[config.mk]
export PLATFORM = sky130hd
export DESIGN_NAME = conv_layer_controller
export DESIGN_NICKNAME = d
export VERILOG_FILES = /design/src/rtl/conv_layer_controller.sv
export SDC_FILE = /design/constraint.sdc
export NUM_CORES = 1
export LEC_CHECK = 0
export BUFFER_PORTS_ARGS = -buffer_cell sky130_fd_sc_hd__buf_2
export CAP_MARGIN = 5
export CORE_MARGIN = 1
export CORE_UTILIZATION = 61
export CTS_CLUSTER_SIZE = 10
export DETAILED_ROUTE_END_ITERATION = 8
export GPL_TIMING_DRIVEN = 1
export HOLD_SLACK_MARGIN = 0.15
export PLACE_DENSITY_LB_ADDON = 0.1
export SYNTH_ARGS = -nofsm -noshare
export SYNTH_HDL_FRONTEND = slang
export SYNTH_SLANG_ARGS = --single-unit
[constraint.sdc]
create_clock -name clk -period 8.8 [get_ports clk]
set_input_delay 0.44 -clock clk [delete_from_list [all_inputs] [get_ports clk]]
set_output_delay 0.44 -clock clk [all_outputs]
set_load 0.01 [all_outputs]
[src/rtl/conv_layer_controller.sv]
// Layer sequencer for one convolution layer: one image load, then filter load,
// engine start and output store for each filter.
module conv_layer_controller #(
  parameter int ADDR_W = 16,
  parameter int NF_W   = 5
) (
  input  logic              clk,
  input  logic              reset,
  input  logic              start,
  input  logic [ADDR_W-1:0] img_size,
  input  logic [ADDR_W-1:0] filt_size,
  input  logic [NF_W-1:0]   num_filters,
  input  logic [ADDR_W-1:0] img_base,
  input  logic [ADDR_W-1:0] filt_base,
  input  logic [ADDR_W-1:0] out_base,
  output logic              load_enable,
  output logic [ADDR_W-1:0] load_size,
  output logic [ADDR_W-1:0] load_addr,
  input  logic              load_done,
  output logic              conv_start,
  input  logic              conv_done,
  output logic              store_enable,
  output logic [ADDR_W-1:0] store_addr,
  output logic [ADDR_W-1:0] store_size,
  input  logic              store_done,
  output logic [NF_W-1:0]   filter_idx,
  output logic              busy,
  output logic              done,
  output logic              error
);

  typedef enum logic [3:0] {
    IDLE, SETUP, IMG_ISSUE, IMG_WAIT, FLT_ISSUE, FLT_WAIT,
    CONV_ISSUE, CONV_WAIT, ST_ISSUE, ST_WAIT, NEXT, FINISH
  } state_t;

  state_t state_reg, state_next;

  logic [ADDR_W-1:0] filt_size_reg, filt_size_next;
  logic [NF_W-1:0]   nf_reg, nf_next;
  logic [ADDR_W-1:0] osz_reg, osz_next;
  logic [ADDR_W-1:0] fstep_reg, fstep_next;
  logic [ADDR_W-1:0] ostep_reg, ostep_next;
  logic [ADDR_W-1:0] fa_reg, fa_next;
  logic [ADDR_W-1:0] oa_reg, oa_next;

  logic              load_enable_next, conv_start_next, store_enable_next;
  logic [ADDR_W-1:0] load_size_next, load_addr_next, store_addr_next, store_size_next;
  logic [NF_W-1:0]   filter_idx_next;
  logic              busy_next, done_next, error_next;

  logic [ADDR_W-1:0] osz_calc, fstep_calc, ostep_calc;

  // Geometry is derived from the live inputs during SETUP, the cycle they are latched.
  assign osz_calc   = img_size - filt_size + ADDR_W'(1);
  assign fstep_calc = filt_size * filt_size;
  assign ostep_calc = osz_calc * osz_calc;

  always_comb begin
    state_next        = state_reg;
    filt_size_next    = filt_size_reg;
    nf_next           = nf_reg;
    osz_next          = osz_reg;
    fstep_next        = fstep_reg;
    ostep_next        = ostep_reg;
    fa_next           = fa_reg;
    oa_next           = oa_reg;
    load_enable_next  = load_enable;
    load_size_next    = load_size;
    load_addr_next    = load_addr;
    conv_start_next   = 1'b0;
    store_enable_next = store_enable;
    store_addr_next   = store_addr;
    store_size_next   = store_size;
    filter_idx_next   = filter_idx;
    busy_next         = busy;
    done_next         = 1'b0;
    error_next        = error;

    case (state_reg)
      IDLE: begin
        if (start) begin
          state_next = SETUP;
          busy_next  = 1'b1;
          error_next = 1'b0;
        end
      end
      SETUP: begin
        filt_size_next  = filt_size;
        nf_next         = num_filters;
        osz_next        = osz_calc;
        fstep_next      = fstep_calc;
        ostep_next      = ostep_calc;
        filter_idx_next = '0;
        fa_next         = filt_base;
        oa_next         = out_base;
        if (filt_size == '0 || filt_size > img_size) begin
          error_next = 1'b1;
          done_next  = 1'b1;
          state_next = FINISH;
        end else if (num_filters == '0) begin
          done_next  = 1'b1;
          state_next = FINISH;
        end else begin
          state_next       = IMG_ISSUE;
          load_enable_next = 1'b1;
          load_addr_next   = img_base;
          load_size_next   = img_size;
        end
      end
      IMG_ISSUE: state_next = IMG_WAIT;
      IMG_WAIT: begin
        // Enable drops here and comes back one cycle later, so load_block
        // always sees a low cycle between the image and first filter request.
        if (load_done) begin
          state_next       = FLT_ISSUE;
          load_enable_next = 1'b0;
          load_addr_next   = fa_reg;
          load_size_next   = filt_size_reg;
        end
      end
      FLT_ISSUE: begin
        state_next       = FLT_WAIT;
        load_enable_next = 1'b1;
      end
      FLT_WAIT: begin
        if (load_done) begin
          state_next       = CONV_ISSUE;
          load_enable_next = 1'b0;
          conv_start_next  = 1'b1;
        end
      end
      CONV_ISSUE: state_next = CONV_WAIT;
      CONV_WAIT: begin
        if (conv_done) begin
          state_next        = ST_ISSUE;
          store_enable_next = 1'b1;
          store_addr_next   = oa_reg;
          store_size_next   = osz_reg;
        end
      end
      ST_ISSUE: state_next = ST_WAIT;
      ST_WAIT: begin
        if (store_done) begin
          state_next        = NEXT;
          store_enable_next = 1'b0;
        end
      end
      NEXT: begin
        if (filter_idx == nf_reg - NF_W'(1)) begin
          state_next = FINISH;
          done_next  = 1'b1;
        end else begin
          filter_idx_next  = filter_idx + NF_W'(1);
          fa_next          = fa_reg + fstep_reg;
          oa_next          = oa_reg + ostep_reg;
          state_next       = FLT_ISSUE;
          load_enable_next = 1'b1;
          load_addr_next   = fa_reg + fstep_reg;
          load_size_next   = filt_size_reg;
        end
      end
      FINISH: begin
        state_next = IDLE;
        busy_next  = 1'b0;
      end
      default: state_next = IDLE;
    endcase
  end

  always_ff @(posedge clk or posedge reset) begin
    if (reset) begin
      state_reg     <= IDLE;
      filt_size_reg <= '0;
      nf_reg        <= '0;
      osz_reg       <= '0;
      fstep_reg     <= '0;
      ostep_reg     <= '0;
      fa_reg        <= '0;
      oa_reg        <= '0;
      load_enable   <= 1'b0;
      load_size     <= '0;
      load_addr     <= '0;
      conv_start    <= 1'b0;
      store_enable  <= 1'b0;
      store_addr    <= '0;
      store_size    <= '0;
      filter_idx    <= '0;
      busy          <= 1'b0;
      done          <= 1'b0;
      error         <= 1'b0;
    end else begin
      state_reg     <= state_next;
      filt_size_reg <= filt_size_next;
      nf_reg        <= nf_next;
      osz_reg       <= osz_next;
      fstep_reg     <= fstep_next;
      ostep_reg     <= ostep_next;
      fa_reg        <= fa_next;
      oa_reg        <= oa_next;
      load_enable   <= load_enable_next;
      load_size     <= load_size_next;
      load_addr     <= load_addr_next;
      conv_start    <= conv_start_next;
      store_enable  <= store_enable_next;
      store_addr    <= store_addr_next;
      store_size    <= store_size_next;
      filter_idx    <= filter_idx_next;
      busy          <= busy_next;
      done          <= done_next;
      error         <= error_next;
    end
  end

endmodule

==> results by group, run 1 <==
Layout
  • Nets: 2284
  • Multi-input logic area: 10700 sq um
  • Design area: 18100 sq um
  • Util after Layout: 68.9%
  • Layout cells sized above 1: 16.9%
  • ANT cells: 0
  • Commonest cells after routing, fill and taps aside: inv_1 (266), nand2_1 (220), dfrtp_1 (176)
  • Commonest non-fill, non-tap cell in the layout: inv_1
  • Area delta synth->final: 10.5%
  • Fillers: 2134
  • Register area: 4400 sq um

Synthesis
  • Register bit total from synthesis: roughly 180
  • Syn_area_per_cell: 9.34 sq um
  • Distinct cells, synth: 75
  • Synth top area share: 26.9%
  • Post-synth EDFFs: 0
  • Post-synth ARST share: 100%
  • Post-synthesis instance total: 1751
  • Area leader, netlist: dfrtp_1
  • Area contributors post-synth: dfrtp_1 (27%), fa_1 (17%), ha_1 (13%)
  • Sequential fraction of the synthesis area: 26.9%
  • Post-synth top flop: dfrtp_1
  • Post-synthesis net count: roughly 2100
  • Yosys Warn Count: 0
  • Post-synthesis cell area: between 15000 and 20000 sq um

Timing
  • Worst-margin pin slew: 1130 ps
  • Final setup vio count: 0
  • WHS: 120 ps
  • Setup TNS: 0 ps
  • Minimum clock period: about 7600 ps
  • Worst Skew: 19.6 ps
  • Final Hold Fails: 0
  • Worst slew margin: 24.5%
  • Fmax: 0.132 GHz
  • RSZ-0062 raised after global routing: false
  • Pins over their slew limit: 0
  • Period utilization: 86.3%

Worst setup path
  • Worst reg2reg path depth: 7
  • CP peak stage delay: 660 ps
  • Reg-to-reg slack, setup: ~5000 ps
  • CP max FO: 13
  • Worst path slowest cell: xnor2_1
  • Worst reg2reg path endpoint: load_addr[5]$_DFFE_PP0P_
  • FF-to-FF Start: state_reg[2]$_DFFE_PP0P_
  • Worst setup path class: in -> reg
  • WP data arrival: 7860 ps
  • Buf+Inv Stages, Crit Path: 7
  • Crit-path leading delay family: adder cells
  • Setup crit end kind: flip-flop
  • Most frequent cell on the critical path: fa_1
  • Worst EP required: 9070 ps
  • Startpoint class of the critical path: input pin

Global routing
  • Largest net degree at the start of global routing: about 110
  • Vias in the first global route: 12600
  • Initial antenna violation count: 1
  • First-pass GRT wire length: 63.6 mm
  • Total track usage: between 20 and 30%
  • GR Overflow Total: 0

Outcome
  • Violated checks: DRC
  • Status: finished, violations left

Clock network
  • TritonCTS clock tree: yes
  • Worst-path clk slew: around 80 ps
  • Clk_lat worst skew: 440 ps
  • Root Buffer: clkbuf_16
  • Hold-fix buffers, CTS: 0
  • CTS resizes: 0
  • # clock sinks: between 150 and 200
  • Deepest clock path buffer count: 2
  • Setup Buffers After CTS: 0
  • CTS H-tree depth: 4
  • TritonCTS buffer count: 17

Floorplan
  • Starting density of the core: 62.4%
  • Core area: 26200 sq um
  • Die W: 166 um
  • Std cell rows: between 50 and 60
  • Die Area: 27500 sq um
  • Die Y: 166 um
  • Boundary Pins: about 170

Worst hold path
  • Hold Crit Class: in -> async

Placed design
  • Port Buf Inserts: 165
  • Hpwl dp: 29.2 mm
  • Placed instance area: between 15000 and 20000 sq um
  • GP Congestion: approximately 0.9

Route
  • Final WL: 38.2 mm
  • Wire per inst: 17.1 um
  • Vias per cell: 5.65
  • Post-DRT Antenna Nets: 0
  • Drt drc: 34
  • Via Count: 12600
  • Total iterations of the first detailed-routing run: 8
  • Iter 0 DRT Violations: 976

Run
  • Max-Cap Viols: 0
worst max path at each step:
| stage | start | to | slack, ps | cells after the start |
|---|---|---|---|---|
| 3_5_place_dp | filt_size[0] | ostep_reg[15]$_DFFE_PP0P_ | 790 | 31 |
| 2_1_floorplan | filt_size[0] | ostep_reg[15]$_DFFE_PP0P_ | 1520 | 32 |
| 3_3_place_gp | filt_size[0] | ostep_reg[15]$_DFFE_PP0P_ | 1070 | 31 |
| 6_report | filt_size[0] | ostep_reg[15]$_DFFE_PP0P_ | 1210 | 31 |
| 5_1_grt | filt_size[0] | ostep_reg[14]$_DFFE_PP0P_ | 720 | 31 |
| 4_1_cts | filt_size[0] | ostep_reg[15]$_DFFE_PP0P_ | 1240 | 31 |
per-layer routing:
layer	GRT usage, %	routed length [um]	up-vias	share of wire (%)
met1	41.3	17800	6144	47
met3	4.56	2460	56	6.4
met5	0	13	-	0.034
met2	45.8	17200	409	45
met4	7.76	685	2	1.8
li1	-	-	6012	-
cell type report:
type	count	share of cell area, %
multi-input combinational	1244	59.1
sequential	176	24.4
inverter	271	5.67
timing repair buffer	178	5.11
clock buffer	17	2.36
tap	335	2.32
clock inverter	15	1.07
worst register-to-register path: cells and delay by family, from the launching register on:
family / cells / cell delay (ps)
compound gates: 1 / 870
buf+inv: 1 / 440
flops: 1 / 610
mux: 1 / 390
simple gates: 4 / 1480
stage by stage:
step | std cells | setup WS, ps
after global placement | 2204 | 1070
after global routing | 2236 | 719
after floorplan | 1751 | 1520
after detailed placement | 2204 | 794
final | 2236 | 1210
after CTS | 2236 | 1240
cells by family after synthesis:
kind of cell    count (synthesis)  share of synthesized area (%)
xor+xnor                      101                           5.41
compound gates                296                           11.7
fa+ha+maj                     305                           29.7
simple gates                  455                           12.4
mux                            87                           5.97
buf+inv                       331                           7.85
flops                         176                           26.9
cell usage after synthesis (all sizes together), types with 3 or more instances:
cell / number
inv: 267
nand2: 221
dfrtp: 176
ha: 166
fa: 139
nor2: 101
a21oi: 85
mux2: 84
o21ai: 82
xnor2: 63
clkbuf: 45
xor2: 38
a21o: 26
and2: 22
a31oi: 20
nor3: 20
nand3: 19
buf: 15
nand2b: 14
nor2b: 13
and3: 11
a221o: 10
o211ai: 10
nand4: 8
a211oi: 7
o31ai: 7
a22oi: 6
nor4: 6
or3: 6
a31o: 5
o21bai: 5
or2: 5
clkinv: 4
o21a: 4
a21boi: 3
a22o: 3
a311oi: 3
a41oi: 3
mux2i: 3
nand3b: 3
nor3b: 3
Power of run 1 is left out: the tool's default activity adds up to more than one toggle a clock period on the data nets, which glitch-free logic cannot reach.
==> run 2: changes to the inputs <==
--- a/config.mk
+++ b/config.mk
@@ -7,8 +7,10 @@
 export LEC_CHECK = 0
 export BUFFER_PORTS_ARGS = -buffer_cell sky130_fd_sc_hd__buf_2
 export CAP_MARGIN = 5
+export CELL_PAD_IN_SITES_DETAIL_PLACEMENT = 0
+export CELL_PAD_IN_SITES_GLOBAL_PLACEMENT = 1
 export CORE_MARGIN = 1
-export CORE_UTILIZATION = 61
+export CORE_UTILIZATION = 51
 export CTS_CLUSTER_SIZE = 10
 export DETAILED_ROUTE_END_ITERATION = 8
 export GPL_TIMING_DRIVEN = 1
==> run 2 against run 1 <==
  * The flow now finishes without violations
  * Count of clock-buffer cells in the layout unchanged
  * Die area up 19%
  * Global-route usage down 3.0 points
  * Flip-flop and latch count unchanged
  * Critical path depth unchanged
  * Setup slack better by 96 ps
  * Cell area up 0.64%
  * Cell count up 3.2%
  * First-iteration DRC count down 31%
  * Worst hold slack worse by 15 ps
  * Register-to-register slack worse by 30 ps
  * Critical endpoint unchanged
==> results by group, run 2 (synthesis results as in run 1) <==
Outcome
  • Status: complete, no violations

Global routing
  • GR Overflow Total: 0 (unchanged)
  • Initial antenna violation count: 0 (-1)
  • Total track usage: 25.8% (-3.0 points)
  • Vias in the first global route: 12700 (+1.2%)
  • Largest net degree at the start of global routing: 129 (+16%)
  • First-pass GRT wire length: 66.5 mm (+4.5%)

Worst setup path
  • Worst EP required: 9100 ps (+30 ps)
  • CP peak stage delay: 540 ps (-120 ps)
  • Setup crit end kind: flip-flop
  • Worst path slowest cell: fa_1
  • WP data arrival: 7800 ps (-60 ps)
  • Worst reg2reg path depth: 8 (+1)
  • Worst setup path class: in -> reg
  • CP max FO: 13 (unchanged)
  • Critical path depth: 31 (unchanged)
  • Startpoint class of the critical path: input pin
  • Crit-path leading delay family: adder cells
  • Most frequent cell on the critical path: fa_1
  • Buf+Inv Stages, Crit Path: 7 (unchanged)

Placed design
  • Hpwl dp: 30.5 mm (+4.4%)
  • Placed insts: 2277 (+3.3%)
  • GP Congestion: 0.867 (-5.9%)
  • Port Buf Inserts: 165 (unchanged)

Route
  • Drt drc: 0 (-100%)
  • Post-DRT Antenna Nets: 0 (unchanged)
  • Via Count: 12400 (-1.8%)
  • Iter 0 DRT Violations: 675 (-31%)
  • Total iterations of the first detailed-routing run: 5 (-3)
  • Wire per inst: 17.3 um (+1.4%)
  • Final WL: 39.9 mm (+4.7%)
  • Vias per cell: 5.37 (-4.8%)

Clock network
  • TritonCTS buffer count: 17 (unchanged)
  • Setup Buffers After CTS: 0 (unchanged)
  • TritonCTS clock tree: yes
  • CTS resizes: 0 (unchanged)
  • Worst-path clk slew: 70 ps (about the same)
  • Deepest clock path buffer count: 2 (unchanged)
  • Clk_lat worst skew: 460 ps (+20 ps)
  • # clock sinks: 176 (unchanged)
  • Hold-fix buffers, CTS: 0 (unchanged)
  • CTS H-tree depth: 4 (unchanged)
  • Root Buffer: clkbuf_16

Timing
  • Pins over their slew limit: 0 (unchanged)
  • Worst Skew: 14.0 ps (-5.61 ps)
  • Final setup vio count: 0 (unchanged)
  • Worst slew margin: 30.4% (+5.9 points)
  • Worst-margin pin slew: 1040 ps (-91.0 ps)
  • Final Hold Fails: 0 (unchanged)
  • Setup TNS: 0 ps (unchanged)
  • Fmax: 0.133 GHz (+1.3%)
  • RSZ-0062 raised after global routing: false
  • Period utilization: 85.2% (-1.1 points)
  • Minimum clock period: 7490 ps (-96.0 ps)

Run
  • Max-Cap Viols: 0 (unchanged)

Layout
  • Commonest non-fill, non-tap cell in the layout: inv_1
  • Layout cells sized above 1: 17.2% (+0.27 points)
  • Post-Layout Cell Count: 2308 (+3.2%)
  • Commonest cells after routing, fill and taps aside: inv_1 (266), nand2_1 (220), dfrtp_1 (176)
  • Fillers: 2877 (+35%)
  • Nets: 2290 (+0.26%)
  • ANT cells: 0 (unchanged)
  • Area delta synth->final: 11.2%

Floorplan
  • Die Area: 32800 sq um (+19%)
  • Die W: 181 um (+9.3%)
  • Std cell rows: 65 (+10%)
  • Die Y: 181 um (+9.3%)
  • Boundary Pins: 166 (unchanged)
  • Core area: 31600 sq um (+20%)
  • Starting density of the core: 51.8% (-11 points)

Worst hold path
  • Hold Crit Class: in -> async
run 2: changes by cell type in the layout (fill, tap and decap cells not counted), sizes merged:
cell,delta
buf,+6
clkinv,-3
bufinv,+2
clkinvlp,+1
inv,-1
run 2: worst paths after layout:
| path | start | end | slack (ps) |
|---|---|---|---|
| worst max register to register | state_reg[2]$_DFFE_PP0P_ | load_addr[4]$_DFFE_PP0P_ | 4880 |
| worst min-delay path | reset | store_addr[1]$_DFFE_PP0P_ | 100 |
| worst min register to register | osz_reg[2]$_DFFE_PP0P_ | osz_reg[2]$_DFFE_PP0P_ | 480 |
| max in group asynchronous | reset | load_size[8]$_DFFE_PP0P_ | 7340 |
| worst max-delay path | filt_size[0] | ostep_reg[15]$_DFFE_PP0P_ | 1310 |
| min in group clk | num_filters[4] | nf_reg[4]$_DFFE_PP0P_ | 190 |
run 2: cell type report:
type | count | area [sq um] | area share, %
inverter | 271 | 1020 | 5.64
sequential | 176 | 4400 | 24.2
tap | 402 | 503 | 2.77
timing repair buffer | 184 | 968 | 5.33
clock inverter | 14 | 169 | 0.929
multi-input combinational | 1244 | 10700 | 58.8
clock buffer | 17 | 425 | 2.34
run 2: layer usage:
metal | wire (um) | part of all wire, % | vias up | track usage, %
li1 | - | - | 6032 | -
met4 | 480 | 1.2 | 0 | 5.90
met2 | 17600 | 44 | 340 | 40.8
met5 | 0 | 0 | - | 0
met3 | 2230 | 5.6 | 32 | 4.78
met1 | 19600 | 49 | 5994 | 37.0
run 2: stage by stage:
stage | instance area, sq um | worst slack (ps) | utilization (%) | hold WS (ps)
5_1_grt | 18200 | 735 | 57.6 | 174
2_1_floorplan | 16300 | 1520 | - | 442
6_report | 18200 | 1310 | 57.6 | 104
3_3_place_gp | 17600 | 995 | 55.7 | 455
4_1_cts | 18200 | 1280 | 57.6 | 179
3_5_place_dp | 17600 | 800 | 55.7 | 463
Power of run 2 is left out for the same reason.
==> run 3: changes to the inputs <==
--- a/config.mk
+++ b/config.mk
@@ -16,6 +16,7 @@
 export GPL_TIMING_DRIVEN = 1
 export HOLD_SLACK_MARGIN = 0.15
 export PLACE_DENSITY_LB_ADDON = 0.1
+export RECOVER_POWER = 25
 export SYNTH_ARGS = -nofsm -noshare
 export SYNTH_HDL_FRONTEND = slang
 export SYNTH_SLANG_ARGS = --single-unit
==> run 3 against run 2 <==
  * The flow now finishes with violations (capacitance limit, slew limit)
  * Routed wire length about the same
  * Utilization barely moved
  * Clock skew unchanged
  * Global-route usage is the same
  * Cell area hardly changed
  * Worst hold slack gained 84 ps
  * Critical endpoint unchanged
  * Largest cell class unchanged
  * Highest routed layer unchanged
==> results by group, run 3 (synthesis results as in run 1) <==
Worst setup path
  • Buf+Inv Stages, Crit Path: 7 (unchanged)
  • Worst setup path class: in -> reg
  • WP data arrival: 7800 ps (about the same)
  • Most frequent cell on the critical path: fa_1
  • Setup crit end kind: flip-flop
  • Startpoint class of the critical path: input pin
  • Reg-to-reg slack, setup: 4880 ps (about the same)
  • Worst path slowest cell: fa_1
  • Crit-path leading delay family: adder cells
  • CP peak stage delay: 540 ps (about the same)
  • Worst reg2reg path depth: 8 (unchanged)
  • Worst EP required: 9100 ps (about the same)
  • CP max FO: 13 (unchanged)
  • FF-to-FF Start: state_reg[2]$_DFFE_PP0P_
  • Worst reg2reg path endpoint: load_addr[4]$_DFFE_PP0P_

Floorplan
  • Die Y: 181 um (unchanged)
  • Boundary Pins: 166 (unchanged)
  • Die W: 181 um (unchanged)
  • Std cell rows: 65 (unchanged)
  • Core area: 31600 sq um (unchanged)
  • Starting density of the core: 51.8% (unchanged)
  • Die Area: 32800 sq um (unchanged)

Clock network
  • TritonCTS clock tree: yes
  • Worst-path clk slew: 70 ps (about the same)
  • Setup Buffers After CTS: 0 (unchanged)
  • TritonCTS buffer count: 17 (unchanged)
  • CTS H-tree depth: 4 (unchanged)
  • Hold-fix buffers, CTS: 0 (unchanged)
  • Root Buffer: clkbuf_16
  • CTS resizes: 0 (unchanged)
  • # clock sinks: 176 (unchanged)
  • Clk_lat worst skew: 460 ps (about the same)
  • Deepest clock path buffer count: 2 (unchanged)

Route
  • Vias per cell: 5.37 (unchanged)
  • Final WL: 39.9 mm (about the same)
  • Wire per inst: 17.3 um (about the same)
  • Iter 0 DRT Violations: 675 (unchanged)
  • Via Count: 12400 (unchanged)
  • Drt drc: 0 (unchanged)
  • Total iterations of the first detailed-routing run: 5 (unchanged)
  • Post-DRT Antenna Nets: 0 (unchanged)

Timing
  • Worst slew margin: -293% (-320 points)
  • RSZ-0062 raised after global routing: false
  • Final Hold Fails: 0 (unchanged)
  • Worst Skew: 14.0 ps (unchanged)
  • Period utilization: 85.2% (unchanged)
  • Minimum clock period: 7490 ps (unchanged)
  • Worst-margin pin slew: 5900 ps (+4860 ps)
  • Setup TNS: 0 ps (unchanged)
  • WHS: 188 ps (+83.8 ps)
  • Fmax: 0.133 GHz (unchanged)
  • Pins over their slew limit: 129 (+129)
  • Final setup vio count: 0 (unchanged)

Layout
  • Commonest non-fill, non-tap cell in the layout: inv_1
  • Commonest cells after routing, fill and taps aside: inv_1 (266), nand2_1 (220), dfrtp_1 (176)
  • Nets: 2290 (unchanged)
  • Area delta synth->final: 11.2% (about the same)
  • Layout cells sized above 1: 17.2% (unchanged)
  • ANT cells: 0 (unchanged)
  • Util after Layout: 57.6% (about the same)
  • Design area: 18200 sq um (about the same)

Global routing
  • GR Overflow Total: 0 (unchanged)
  • Vias in the first global route: 12700 (unchanged)
  • First-pass GRT wire length: 66.5 mm (unchanged)
  • Total track usage: 25.8% (unchanged)
  • Largest net degree at the start of global routing: 129 (unchanged)
  • Initial antenna violation count: 0 (unchanged)

Placed design
  • GP Congestion: 0.867 (unchanged)
  • Hpwl dp: 30.5 mm (unchanged)
  • Placed instance area: 17600 sq um (unchanged)
  • Port Buf Inserts: 165 (unchanged)

Worst hold path
  • Worst hold start: num_filters[4]
  • Hold Crit Depth: 3
  • Hold Crit Class: in -> reg
  • Worst Hold Path EP: nf_reg[4]$_DFFE_PP0P_

Outcome
  • Violated checks: capacitance limit, slew limit
  • Status: finished, violations left

Run
  • Max-Cap Viols: 1 (+1)
[run 3: area by class of cell]
cell class | count | area (sq um)
multi-input cells | 1244 | 10700
fillers | 2879 | 13400
clock inverters | 14 | 169
repair buffers | 184 | 968
inverters | 271 | 1020
well taps | 402 | 503
clock buffers | 17 | 425
flip-flops and latches | 176 | 4400
[run 3: worst max-delay path by stage]
stage	startpoint	end	slack, ps	depth (start not counted)
finish	filt_size[0]	ostep_reg[15]$_DFFE_PP0P_	1310	31
detailed placement	filt_size[0]	ostep_reg[15]$_DFFE_PP0P_	800	31
global placement	filt_size[0]	ostep_reg[15]$_DFFE_PP0P_	990	31
CTS	filt_size[0]	ostep_reg[15]$_DFFE_PP0P_	1280	31
global route	filt_size[0]	ostep_reg[14]$_DFFE_PP0P_	730	31
floorplan	filt_size[0]	ostep_reg[15]$_DFFE_PP0P_	1520	32
[run 3: metal layers]
layer	track usage (%)	wire length, um	part of all wire (%)
met2	40.8	17600	44
met1	37.0	19600	49
met5	0	0	0
met3	4.78	2230	5.6
met4	5.90	480	1.2
[run 3: per-stage QoR]
step	cells	setup WS [ps]
final	2308	1310
after global routing	2308	735
after CTS	2308	1280
after detailed placement	2277	800
after global placement	2277	995
after floorplan	1751	1520
[run 3: worst min-delay path, stage by stage]
cell and delay [ps]:
buf_2 90, nand2_1 40, nand2_1 50
Power of run 3 is left out for the same reason.
